[config.mk]
export PLATFORM = sky130hd
export DESIGN_NAME = writeback_controller
export DESIGN_NICKNAME = d
export VERILOG_FILES = /design/src/rtl/wb_pkg.sv /design/src/rtl/wb_fifo.sv /design/src/rtl/writeback_controller.sv
export SDC_FILE = /design/constraint.sdc
export NUM_CORES = 1
export LEC_CHECK = 0
export CAP_MARGIN = 25
export CELL_PAD_IN_SITES_DETAIL_PLACEMENT = 1
export CELL_PAD_IN_SITES_GLOBAL_PLACEMENT = 1
export CORE_ASPECT_RATIO = 0.8
export CORE_MARGIN = 3
export CORE_UTILIZATION = 35
export CTS_CLUSTER_DIAMETER = 150
export CTS_CLUSTER_SIZE = 30
export DETAILED_ROUTE_END_ITERATION = 10
export GPL_ROUTABILITY_DRIVEN = 0
export PLACE_DENSITY = 0.76
export SKIP_LAST_GASP = 1
export SYNTH_ARGS = -nofsm -noshare
export SYNTH_HDL_FRONTEND = slang
export SYNTH_SLANG_ARGS = --single-unit
export TNS_END_PERCENT = 5
[constraint.sdc]
create_clock -name clk -period 3.32 [get_ports clk]
set_clock_uncertainty 0.2 [all_clocks]
set_input_delay 0.664 -clock clk [delete_from_list [all_inputs] [get_ports clk]]
set_output_delay 0.664 -clock clk [all_outputs]
set_load 0.01 [all_outputs]
[src/rtl/wb_pkg.sv]
// Shared types for the writeback controller: commit request, arbiter state
// and default widths.
package wb_pkg;

    localparam int unsigned DEF_REG_WIDTH  = 32;
    localparam int unsigned DEF_NUM_REGS   = 32;
    localparam int unsigned DEF_ADDR_WIDTH = $clog2(DEF_NUM_REGS);
    localparam int unsigned DEF_FIFO_DEPTH = 4;

    typedef struct packed {
        logic [DEF_ADDR_WIDTH-1:0] rd;
        logic [DEF_REG_WIDTH-1:0]  data;
    } wb_req_t;

    typedef enum logic [1:0] {
        ARB_IDLE,
        ARB_ALU_FIRST,
        ARB_FIFO_DRAIN,
        ARB_FULL_DRAIN
    } wb_arb_e;

endpackage

[src/rtl/wb_fifo.sv]
// Synchronous FIFO of commit requests. Pointers carry one extra wrap bit, so
// full and empty are distinguished without a separate counter.
module wb_fifo
    import wb_pkg::*;
#(
    parameter type         T     = wb_req_t,
    parameter int unsigned DEPTH = DEF_FIFO_DEPTH
) (
    input  logic                     clk,
    input  logic                     rst,
    input  logic                     push,
    input  T                         push_data,
    input  logic                     pop,
    output T                         pop_data,
    output logic                     full,
    output logic                     empty,
    output logic [$clog2(DEPTH):0]   count
);

    localparam int unsigned PW = $clog2(DEPTH);
    localparam logic [PW:0] PTR_ONE = 1;

    logic [PW:0] r_wr_ptr;
    logic [PW:0] r_rd_ptr;
    T            r_mem [DEPTH];

    logic w_do_push;
    logic w_do_pop;

    assign empty     = (r_wr_ptr == r_rd_ptr);
    assign full      = (r_wr_ptr[PW] != r_rd_ptr[PW]) &&
                       (r_wr_ptr[PW-1:0] == r_rd_ptr[PW-1:0]);
    assign count     = r_wr_ptr - r_rd_ptr;
    assign pop_data  = r_mem[r_rd_ptr[PW-1:0]];
    assign w_do_push = push && !full;
    assign w_do_pop  = pop && !empty;

    always_ff @(posedge clk) begin
        if (rst) begin
            r_wr_ptr <= '0;
            r_rd_ptr <= '0;
        end else begin
            if (w_do_push) r_wr_ptr <= r_wr_ptr + PTR_ONE;
            if (w_do_pop)  r_rd_ptr <= r_rd_ptr + PTR_ONE;
        end
    end

    always_ff @(posedge clk) begin
        if (w_do_push) r_mem[r_wr_ptr[PW-1:0]] <= push_data;
    end

endmodule

[src/rtl/writeback_controller.sv]
// Register-file writeback: arbitrates ALU and buffered load results into one
// registered write per cycle, keeps a pending-write scoreboard and (with
// WRITEBACK_BYPASS_EN defined) forwards the committing value to decode.
module writeback_controller
    import wb_pkg::*;
#(
    parameter int unsigned REG_WIDTH       = DEF_REG_WIDTH,
    parameter int unsigned NUM_REGS        = DEF_NUM_REGS,
    parameter int unsigned ADDR_WIDTH      = $clog2(NUM_REGS),
    parameter int unsigned FIFO_DEPTH      = DEF_FIFO_DEPTH,
    parameter bit          REG_ZERO_GROUND = 1'b1
) (
    input  logic                        clk,
    input  logic                        rst,
    input  logic                        alu_valid,
    output logic                        alu_ready,
    input  logic [ADDR_WIDTH-1:0]       alu_rd,
    input  logic [REG_WIDTH-1:0]        alu_data,
    input  logic                        mem_valid,
    output logic                        mem_ready,
    input  logic [ADDR_WIDTH-1:0]       mem_rd,
    input  logic [REG_WIDTH-1:0]        mem_data,
    output logic                        write_enable,
    output logic [ADDR_WIDTH-1:0]       write_addr,
    output logic [REG_WIDTH-1:0]        write_data,
    input  logic                        reserve_valid,
    input  logic [ADDR_WIDTH-1:0]       reserve_addr,
    output logic [NUM_REGS-1:0]         busy_mask,
    input  logic [ADDR_WIDTH-1:0]       read_addr_0,
    input  logic [ADDR_WIDTH-1:0]       read_addr_1,
    output logic                        fwd_valid_0,
    output logic                        fwd_valid_1,
    output logic [REG_WIDTH-1:0]        fwd_data_0,
    output logic [REG_WIDTH-1:0]        fwd_data_1,
    output logic [$clog2(FIFO_DEPTH):0] fifo_count
);

    typedef struct packed {
        logic [ADDR_WIDTH-1:0] rd;
        logic [REG_WIDTH-1:0]  data;
    } req_t;

    logic                  r_we;
    logic [ADDR_WIDTH-1:0] r_write_addr;
    logic [REG_WIDTH-1:0]  r_write_data;
    logic [NUM_REGS-1:0]   r_busy;

    logic                  w_fifo_full;
    logic                  w_fifo_empty;
    logic                  w_push;
    logic                  w_pop;
    req_t                  w_push_req;
    req_t                  w_head;
    req_t                  w_commit;
    logic                  w_commit_valid;
    logic                  w_write_ok;
    wb_arb_e               w_arb;
    logic [NUM_REGS-1:0]   w_busy_next;

    assign w_push_req = '{rd: mem_rd, data: mem_data};
    assign mem_ready  = !w_fifo_full;
    assign w_push     = mem_valid && !w_fifo_full;

    wb_fifo #(
        .T     (req_t),
        .DEPTH (FIFO_DEPTH)
    ) u_fifo (
        .clk       (clk),
        .rst       (rst),
        .push      (w_push),
        .push_data (w_push_req),
        .pop       (w_pop),
        .pop_data  (w_head),
        .full      (w_fifo_full),
        .empty     (w_fifo_empty),
        .count     (fifo_count)
    );

    // A full FIFO outranks the ALU so loads cannot be starved indefinitely.
    always_comb begin
        w_arb = ARB_IDLE;
        if (w_fifo_full)        w_arb = ARB_FULL_DRAIN;
        else if (alu_valid)     w_arb = ARB_ALU_FIRST;
        else if (!w_fifo_empty) w_arb = ARB_FIFO_DRAIN;
    end

    assign alu_ready      = (w_arb == ARB_ALU_FIRST);
    assign w_pop          = (w_arb == ARB_FULL_DRAIN) || (w_arb == ARB_FIFO_DRAIN);
    assign w_commit_valid = (w_arb != ARB_IDLE);
    assign w_commit       = (w_arb == ARB_ALU_FIRST) ? '{rd: alu_rd, data: alu_data} : w_head;
    assign w_write_ok     = w_commit_valid && !(REG_ZERO_GROUND && (w_commit.rd == '0));

    always_ff @(posedge clk) begin
        if (rst) begin
            r_we         <= 1'b0;
            r_write_addr <= '0;
            r_write_data <= '0;
        end else begin
            r_we <= w_write_ok;
            if (w_write_ok) begin
                r_write_addr <= w_commit.rd;
                r_write_data <= w_commit.data;
            end
        end
    end

    // Clear is applied before set so a same-cycle reserve of the committing
    // register keeps it busy.
    always_comb begin
        w_busy_next = r_busy;
        if (r_we) w_busy_next[r_write_addr] = 1'b0;
        if (reserve_valid && !(REG_ZERO_GROUND && (reserve_addr == '0)))
            w_busy_next[reserve_addr] = 1'b1;
        if (REG_ZERO_GROUND) w_busy_next[0] = 1'b0;
    end

    always_ff @(posedge clk) begin
        if (rst) r_busy <= '0;
        else     r_busy <= w_busy_next;
    end

    assign write_enable = r_we;
    assign write_addr   = r_write_addr;
    assign write_data   = r_write_data;
    assign busy_mask    = r_busy;

`ifdef WRITEBACK_BYPASS_EN
    assign fwd_valid_0 = r_we && (r_write_addr == read_addr_0);
    assign fwd_valid_1 = r_we && (r_write_addr == read_addr_1);
    assign fwd_data_0  = r_write_data;
    assign fwd_data_1  = r_write_data;
`else
    logic w_unused_read_addr;
    assign w_unused_read_addr = ^{read_addr_0, read_addr_1};
    assign fwd_valid_0 = 1'b0;
    assign fwd_valid_1 = 1'b0;
    assign fwd_data_0  = '0;
    assign fwd_data_1  = '0;
`endif

endmodule

After elaboration in Yosys (flattened, before gate mapping)
Memories as Yosys holds them, arrays and structs flattened. A register that Yosys moved wholly into a read port is not among the register bits.
Index checks and enable logic that the tools add are counted.
Widths: inputs -> output; s select.

word-level totals
  memories = 1
  input port bits = 94
  flip-flop bits (word level) = 76
  bits in writable memories = 148

operators by class
  equality and inequality tests = 6
  add/subtract/negate cells = 3
  reductions and logical operators = 16
  magnitude comparators = 4
  mux-type cells = 14
  bitwise gates (word level) = 3

memory list
  memory        depth  width  rd ports  clocked after memory_dff  wr ports  RTL line       source
  u_fifo.r_mem  4      37     1         1                         1         wb_fifo.sv:25  T r_mem [DEPTH];

operators with widths
  kind                 number
  $mux 32              2
  $mux 37              1
  $and 32x32->32       1
  $not 32->32          1
  $or 32x32->32        1
  $lt 5x6->1 const B   2
  $demux 1 s5          2
  $ge 5x1->1 const B   2
  $logic_not 5->1      2
  $mux 2               5
  $logic_and 1x1->1    8
  $add 3x1->3 const B  2
  $eq 2x2->1 const B   2
  $logic_not 1->1      4
  $mux 1               4
  $eq 3x3->1           1
  $sub 3x3->3          1
  $eq 2x1->1 const B   1
  $eq 2x2->1           1
  $reduce_bool 2->1    1
  $logic_or 1x1->1     1
  $ne 1x1->1           1

Longest topological paths before layout
Gate-level depths: netlist (run 1).

  depth after elaboration = 9
  mapped depth = 9
  mapped depth without buffers = 8

Cells and area by module
Synthesis (run 1) repeated with hierarchy kept, for this count alone.

second synthesis, totals
  cells, all modules = 681
  area total of the unflattened synthesis = 9576.7 µm²

by module, submodules not included
  module                times used  area an instance (µm²)  seq. area each (µm²)  cells each
  wb_fifo               1           5909.4                  4604.4                260
  writeback_controller  1           3667.3                  1381.3                421

Worst setup path after synthesis (run 1)
Ideal clock, no wire load.

  kind = register to register
  start point = register u_fifo.r_rd_ptr[1]
  end point = memory u_fifo.r_mem[3][0] (netlist bit), enable pin
  cell stages (with the launch flop) = 5
  period minus slack after synthesis = 2.561 ns
  library setup time = 0.400 ns
  arrival time = 1.961 ns
  buffers on the path = 0
  setup slack = 0.759 ns
  path through = dfxtp_1 inv_1 ha_1 nand3_1 and3_1

on the way
  word-level cells in the longest chain between the ends = 7

ends and longest elaborated chain
  what                              RTL line                    source
  start, declared                   wb_fifo.sv:24               logic [PW:0] r_rd_ptr;
  start signal, assigned            wb_fifo.sv:44               if (w_do_pop) r_rd_ptr <= r_rd_ptr + PTR_ONE;
  $eq 2x2->1 (*)                    wb_fifo.sv:32               (r_wr_ptr[PW-1:0] == r_rd_ptr[PW-1:0]);
  $logic_and 1x1->1 (*)             wb_fifo.sv:31               assign full = (r_wr_ptr[PW] != r_rd_ptr[PW]) &&
  $logic_not 1->1 (*)               n/a
  via mem_ready                     writeback_controller.sv:20  output logic mem_ready,
  $logic_and 1x1->1                 writeback_controller.sv:62  assign w_push = mem_valid && !w_fifo_full;
  $logic_and 1x1->1 (*)             wb_fifo.sv:35               assign w_do_push = push && !full;
  $mux 1 (*)                        wb_fifo.sv:49               if (w_do_push) r_mem[r_wr_ptr[PW-1:0]] <= push_data;
  $mux 1 (implied by the code) (*)  wb_fifo.sv:49
  end, declared                     wb_fifo.sv:25

Mark *: on every way through the listed nets, which the timed path passes. The rest lies on a longest branch.

Final worst setup path (run 1)
  start point = register u_fifo.r_wr_ptr[0]
  end point = output fifo_count[2]

on the way
  word-level cells in the longest chain between the ends = 1

ends and longest elaborated chain
  what                    RTL line                    source
  start, declared         wb_fifo.sv:23               logic [PW:0] r_wr_ptr;
  start signal, assigned  wb_fifo.sv:43               if (w_do_push) r_wr_ptr <= r_wr_ptr + PTR_ONE;
  $sub 3x3->3             wb_fifo.sv:33               assign count = r_wr_ptr - r_rd_ptr;
  end, declared           writeback_controller.sv:35  output logic [$clog2(FIFO_DEPTH):0] fifo_count

No other way between the ends.

==> results, run 1 <==
- Sequential cells were found to cover 61.3% of the synthesized design area.
- The clock tree from TritonCTS is built.
- The clock net in this run drives a total of 225 sinks.
- Dividing total power by cell area gives a power density of 562 nW/um^2.
- The number of top-level pins is 235.
- In this run the cell area of the synthesized design comes to 9760 sq um.
- The startpoint class of the critical path is a flip-flop.
- The floorplan step set the die width to 193 um.
- By count the netlist is led by 148 x edfxtp_1, 77 x dfxtp_1, 68 x buf_4.
- The number of antenna violations at the first check in global routing is 2.
- Input and output buffers added on the ports amount to 157.
- A synthesized cell averages 14.7 sq um.
- The analysis attributes to cell leakage a power of 0.00396 uW.
- By instance count, the leading cell after synthesis is edfxtp_1.
- After synthesis the netlist holds a flip-flop and latch count of 225.
- The design draws 6640 uW.
- The largest voltage drop on the vdd net is 0.447 mV.
- The detail-routed via count per cell is 4.96.
- The number of nets in the layout is 914.
- The shortest clock period the worst path allows after layout is 3.22 ns.
- In this run the number of H-tree levels came out at 1.
- The initial utilization of the core area, before any placement, comes to 35.7%.
- The number of optimization iterations in the first detailed-route pass is 5.
- The initialized floorplan defines 54 standard-cell rows.
- By area the synthesized netlist is led by edfxtp_1 46%, dfxtp_1 16%, mux4_2 7.4%, buf_4 5.2%, a211oi_2 3.7%.
- The transition at the pin with the smallest max-transition slack is 0.749 ns.
- The number of instances on the worst hold path is 2.
- The die height is 155 um.
- The area of the die is 29900 sq um.
- Along the worst path, the maximum fanout reaches 4.
- The detailed router finished its first iteration with 318 violations.
- Summed over all nets, the half-perimeter wirelength after detailed placement is 16.5 mm.
- The clock transition at the registers of the reported paths is 0.12 ns.
- The worst setup path is captured at an output pin.
- The number of clock buffers added by TritonCTS is 11.
- For the worst flop-to-flop path, the logic depth is 7.
- The number of failing hold endpoints at the final stage is 0.
- The growth of design area from synthesis to finish is 21.1%.
- The total non-filler cell area in the finished layout is 11800 sq um.
- The number of inserted diodes is 0.
- The post-route netlist has 16.7% of its cells at a drive strength greater than 1.
- The core area is 27400 sq um.
- The final design utilization is 43.2%.
- The total via count in the routed design is 5856.
- The most frequently used flop master after synthesis is edfxtp_1.
- The number of violations of the max-capacitance limit is 0.
- After global routing the overflow that remains totals 0.
- During synthesis, Yosys emitted a total of 0 warnings.
- The worst hold path belongs to the class flip-flop to flip-flop.
- In this run, distinct cell masters in the synthesized netlist total 49.
- In the synthesized netlist the async set-or-reset flop fraction comes to 0%.
- In the routed design, unresolved DRC markers number 0.
- Clock latency on the worst-skew pair, taken at its later pin, is 0.48 ns.
- The deepest clock path buffer count is 3.
- The worst endpoint required time is 2.46 ns.
- At the placement stage, the worst setup path has a slack of 0.297 ns.
- In the global route stage, overall resource usage came out at 16.0%.
- After synthesis, the largest area contributor takes up 45.5% of total cell area.
- The via count of the first global-routing pass is 6186.
- The root buffer cell is clkbuf_16.
- The largest net degree at the start of global routing is 59.
- Static timing analysis puts the maximum clock frequency at 0.310 GHz.
- The normalized max-slew margin is 50.0%.
- The final count of pins violating max slew is 0.
- The first-pass GRT wire length is 37.1 mm.
- The number of enable-type register cells in the synthesized netlist is 148.
- Dividing the detail-routed wire length by the instance count gives 20.6 um.
- The routed design has 24.3 mm of wire.
- The dominant cell type by area after synthesis is edfxtp_1.
- The area after detailed placement is 11500 sq um.
- The worst setup path category is flip-flop to output pin.
- The worst-case setup margin in the final layout is 0.0983 ns.
- The flow ran to the end, and the final reports show no timing, DRC or antenna violations.
- The setup TNS is 0 ns.
- Setup repair after global routing could not meet its margin everywhere.
- After technology mapping, the gate count stands at 663.
- Setup violations remaining at the end of the flow were counted as 0.
- The arrival time at the worst endpoint is 2.36 ns.
- Dividing the final minimum period by the clock period gives 97.0%.
- The detail route stage leaves a number of antenna-violating nets equal to 0.
## power by group
| group | leakage [uW] | internal (uW) | switching, uW |
|---|---|---|---|
| logic | 0.00182 | 822 | 932 |
| clock network | 0.000149 | 640 | 870 |
| registers | 0.00199 | 3210 | 172 |
## flip-flops by register name, indices dropped and copies added (netlist names), named ones only
name / cells
busy_mask: 31
u_fifo.r_mem: 148
u_fifo.r_rd_ptr: 3
u_fifo.r_wr_ptr: 3
write_addr: 5
write_data: 32
write_enable: 1
## area by class of cell
class | instances | area [sq um]
inverters | 8 | 30.0
multi-input cells | 396 | 3310
clock inverters | 1 | 16.3
well taps | 364 | 455
clock buffers | 16 | 294
fillers | 2771 | 15500
flip-flops and latches | 225 | 5990
repair buffers | 170 | 1730
## layout by cell type, fill, tap and decap left out, types with 24 or more instances in the layout
master,count
clkdlybuf4s50_1,156
edfxtp_1,148
dfxtp_1,75
conb_1,67
nand2_1,45
mux2i_1,36
a21oi_1,35
mux4_2,32
nor3_2,31
a211oi_2,29
o21ai_0,24
## what timing repair did
action | 4_1_cts | 5_1_grt
hold buffers | 0 | 0
hold endpoints to repair | 0 | 0
setup endpoints to repair | 0 | 2
gates resized for setup | 0 | 1
buffers inserted | 0 | 0
## final timing paths
check	startpoint	end	slack, ns
max	u_fifo.r_wr_ptr[0]	fifo_count[2]	0.1
min	busy_mask[30]	busy_mask[30]	0.29
max reg2reg	u_fifo.r_wr_ptr[0]	write_data[0]	0.46
min reg2reg	busy_mask[30]	busy_mask[30]	0.29
## cell families (layout without fill, tap and decap cells)
family,count (synthesis),in the layout,synth area share [%]
AOI/OAI and AO/OA,112,112,8.82
xor gates and xnor gates,7,7,0.705
adders and majority gates,8,8,1.10
buffers and inverters,108,195,7.52
DFF,225,225,61.3
muxes,75,75,12.6
other,1,67,0.0384
and+or+nand+nor,127,127,7.86
## worst max-delay path, cell delays in order (launching register included)
cell and delay [ns]:
dfxtp_1 0.40, inv_1 0.13, ha_1 0.21, fa_1 0.38, xnor2_1 0.19, clkdlybuf4s50_1 0.57
## per-layer routing
| layer | track usage (%) | wire [um] | up-vias |
|---|---|---|---|
| li1 | - | - | 2662 |
| met1 | 22.1 | 10800 | 2987 |
| met2 | 26.4 | 11300 | 185 |
| met3 | 3.78 | 1930 | 18 |
| met4 | 2.05 | 230 | 4 |
| met5 | 0 | 23 | - |
## metrics by stage
stage | hold slack, ns | std cells
floorplan | 0.285 | 729
global route | 0.321 | 1180
global placement | 0.264 | 1163
CTS | 0.294 | 1180
detailed placement | 0.277 | 1163
finish | 0.289 | 1180
Power figures use the tool's default switching activity.
==> run 2, diff against run 1 <==
--- a/config.mk
+++ b/config.mk
@@ -15,6 +15,7 @@
 export CTS_CLUSTER_SIZE = 30
 export DETAILED_ROUTE_END_ITERATION = 10
 export GPL_ROUTABILITY_DRIVEN = 0
+export GPL_TIMING_DRIVEN = 0
 export PLACE_DENSITY = 0.76
 export SKIP_LAST_GASP = 1
 export SYNTH_ARGS = -nofsm -noshare
==> results, run 2 (synthesized netlist as in run 1, its figures left out) <==
- The worst setup timing slack at the placement stage is 0.0437 ns.
- The shortest clock period the worst path allows after layout is 3.16 ns.
- The core region is 27400 sq um.
- The worst endpoint required time is 2.46 ns.
- The endpoint class of the critical path is an output pin.
- The total global-route track usage is 16.7%.
- The mean routed wirelength per cell is 20.1 um.
- The total non-filler cell area in the finished layout is 12400 sq um.
- Along the worst path, the maximum fanout reaches 4.
- The area of the die is 29900 sq um.
- Dividing total power by cell area gives a power density of 544 nW/um^2.
- Detailed placement ended at an HPWL of 18.4 mm.
- The clock reaches the later pin of the worst-skew pair after 0.48 ns.
- Headroom to the max-slew limit came out at 36.2%.
- The number of antenna violations at the first check in global routing was 3.
- The die boundary width is 193 um.
- On the final layout, the worst hold slack is 0.287 ns.
- After the first detailed-routing iteration, the DRC count stood at 326.
- The number of optimization iterations in the first detailed-route pass is 4.
- During placement, the flow inserted port buffers numbering 157.
- Using the TritonRoute via totals, the vias-per-cell ratio works out to 4.80.
- The number of failing hold endpoints at the final stage is 0.
- Of the available clock period, the critical path in the final layout requires 95.3%.
- Counting the buffers created by CTS gives 11.
- Relative to the synthesized area, the layout overhead comes to 27.4%.
- Entering global routing, the biggest net connects 32 pins.
- For this run the aggregate overflow at the end of global routing stands at 0.
- The tightest min-delay check is of the flip-flop to flip-flop type.
- The root buffer cell is clkbuf_16.
- IR analysis of the VDD net gives a maximum drop of 0.401 mV.
- The final count of pins violating max slew is 0.
- At the pin with the least slew margin, the transition time is 0.955 ns.
- Summed over all cells, the static leakage comes to 0.00439 uW.
- The effective utilization at floorplan is 35.7%.
- The run finished with clean final reports.
- The number of routed nets with antenna violations is 0.
- Once placement completed, the tool counted placed cells totaling 1254.
- The die is 155 um tall.
- The total wire length is 25.6 mm.
- The startpoint class of the critical path is a flip-flop.
- Leaving out fill and tap cells, the most frequent cells in the layout are 156 x clkdlybuf4s50_1, 148 x edfxtp_1, 77 x dfxtp_1, 68 x buf_4, 67 x conb_1.
- The number of placement rows is 54.
- The register with the most flip-flops in the layout has 148 of them.
- The via count of the first global-routing pass is 6316.
- After clock tree synthesis, the clock-pin slew on the worst setup and hold paths is 0.12 ns.
- STA puts the critical path data arrival time at 2.30 ns.
- The number of top-level pins is 235.
- The worst reg2reg path depth is 8.
- The maximum level of the CTS H-tree is 1.
- Setup repair after global routing left no endpoint under its margin.
- The deepest clock path buffer count is 3.
- The tree built by TritonCTS fans out to 225 sinks.
- The fraction of layout instances using a drive strength above 1 is 22.4%.
- Setup violations remaining at the end of the flow were counted as 0.
- The number of setup buffers added after CTS is 0.
- The first global-routing pass estimated 38.2 mm of wire.
- The worst setup path is of the flip-flop to output pin kind.
- The number of violations of the max-capacitance limit is 0.
- The number of instances on the worst hold path is 2.
- The area after detailed placement is 12100 sq um.
- Cells fill 45.5% of the core in the end.
- The total via count in the routed design is 6101.
- The number of remaining DRC errors is 0.
- The worst-case setup margin in the final layout is 0.157 ns.
- The count of cells in the finished layout, fillers not included, comes to 1271.
- The top achievable clock speed is 0.316 GHz.
- The most common library cell in the layout ignoring fill and taps is clkdlybuf4s50_1.
- The net count of the finished layout is 1005.
- The worst setup slack for register-to-register paths is 0.31 ns.
- The repair_antennas step left the layout with diodes totalling 0.
- TritonCTS built the clock tree.
## run 2: cell types whose count changed in the layout (fill, tap and decap cells not counted), moves of 2 or more
cell and delta:
buf_1 +2, buf_2 +5, buf_4 +59, buf_6 +7, clkbuf_1 +15, dfxtp_1 +2
dfxtp_2 -2, dlygate4sd1_1 +3
## run 2: routing by layer
| metal | track usage [%] | routed length [um] | up-vias |
|---|---|---|---|
| met3 | 3.83 | 1780 | 26 |
| met5 | 0 | 54 | - |
| met4 | 2.77 | 371 | 6 |
| met1 | 22.6 | 11200 | 3027 |
| met2 | 27.9 | 12200 | 195 |
| li1 | - | - | 2847 |
## run 2: power breakdown
part           switching (uW)  internal, uW  total (uW)  leakage, uW
logic                    1000           920        1920      0.00225
clock network             867           639        1510     0.000149
registers                 129          3210        3330      0.00199
total                    2000          4770        6770      0.00439
## run 2: area by class of cell
cell class                 instances  area [sq um]
fill                            2859         14900
buffer                           100           704
timing repair buffer             161          1650
inverter                           8          30.0
clock buffer                      16           294
sequential                       225          5990
multi-input combinational        396          3300
clock inverter                     1          16.3
tap                              364           455
## run 2: timing repair
action                                  in CTS  in global routing
resized for setup                            0                  2
endpoints found under the hold margin        0                  0
hold buffers                                 0                  0
endpoints found under the setup margin       0                  1
## run 2: path summary, 6_finish.rpt
path	from	endpoint
worst max-delay path	u_fifo.r_wr_ptr[0]	fifo_count[2]
worst max register to register	u_fifo.r_wr_ptr[0]	write_data[29]
worst min register to register	busy_mask[27]	busy_mask[27]
worst min-delay path	busy_mask[27]	busy_mask[27]
## run 2: per-stage QoR
stage,setup TNS (ns),power [uW]
5_1_grt,0,7120
3_5_place_dp,0,5330
3_3_place_gp,-46.30,5280
6_report,0,6770
2_1_floorplan,0,4570
4_1_cts,0,6860
## run 2: worst max-delay path: stages (launching register included)
cell,delay [ns]
dfxtp_1,0.39
inv_1,0.12
ha_1,0.21
fa_1,0.37
xnor2_1,0.16
clkdlybuf4s50_1,0.56
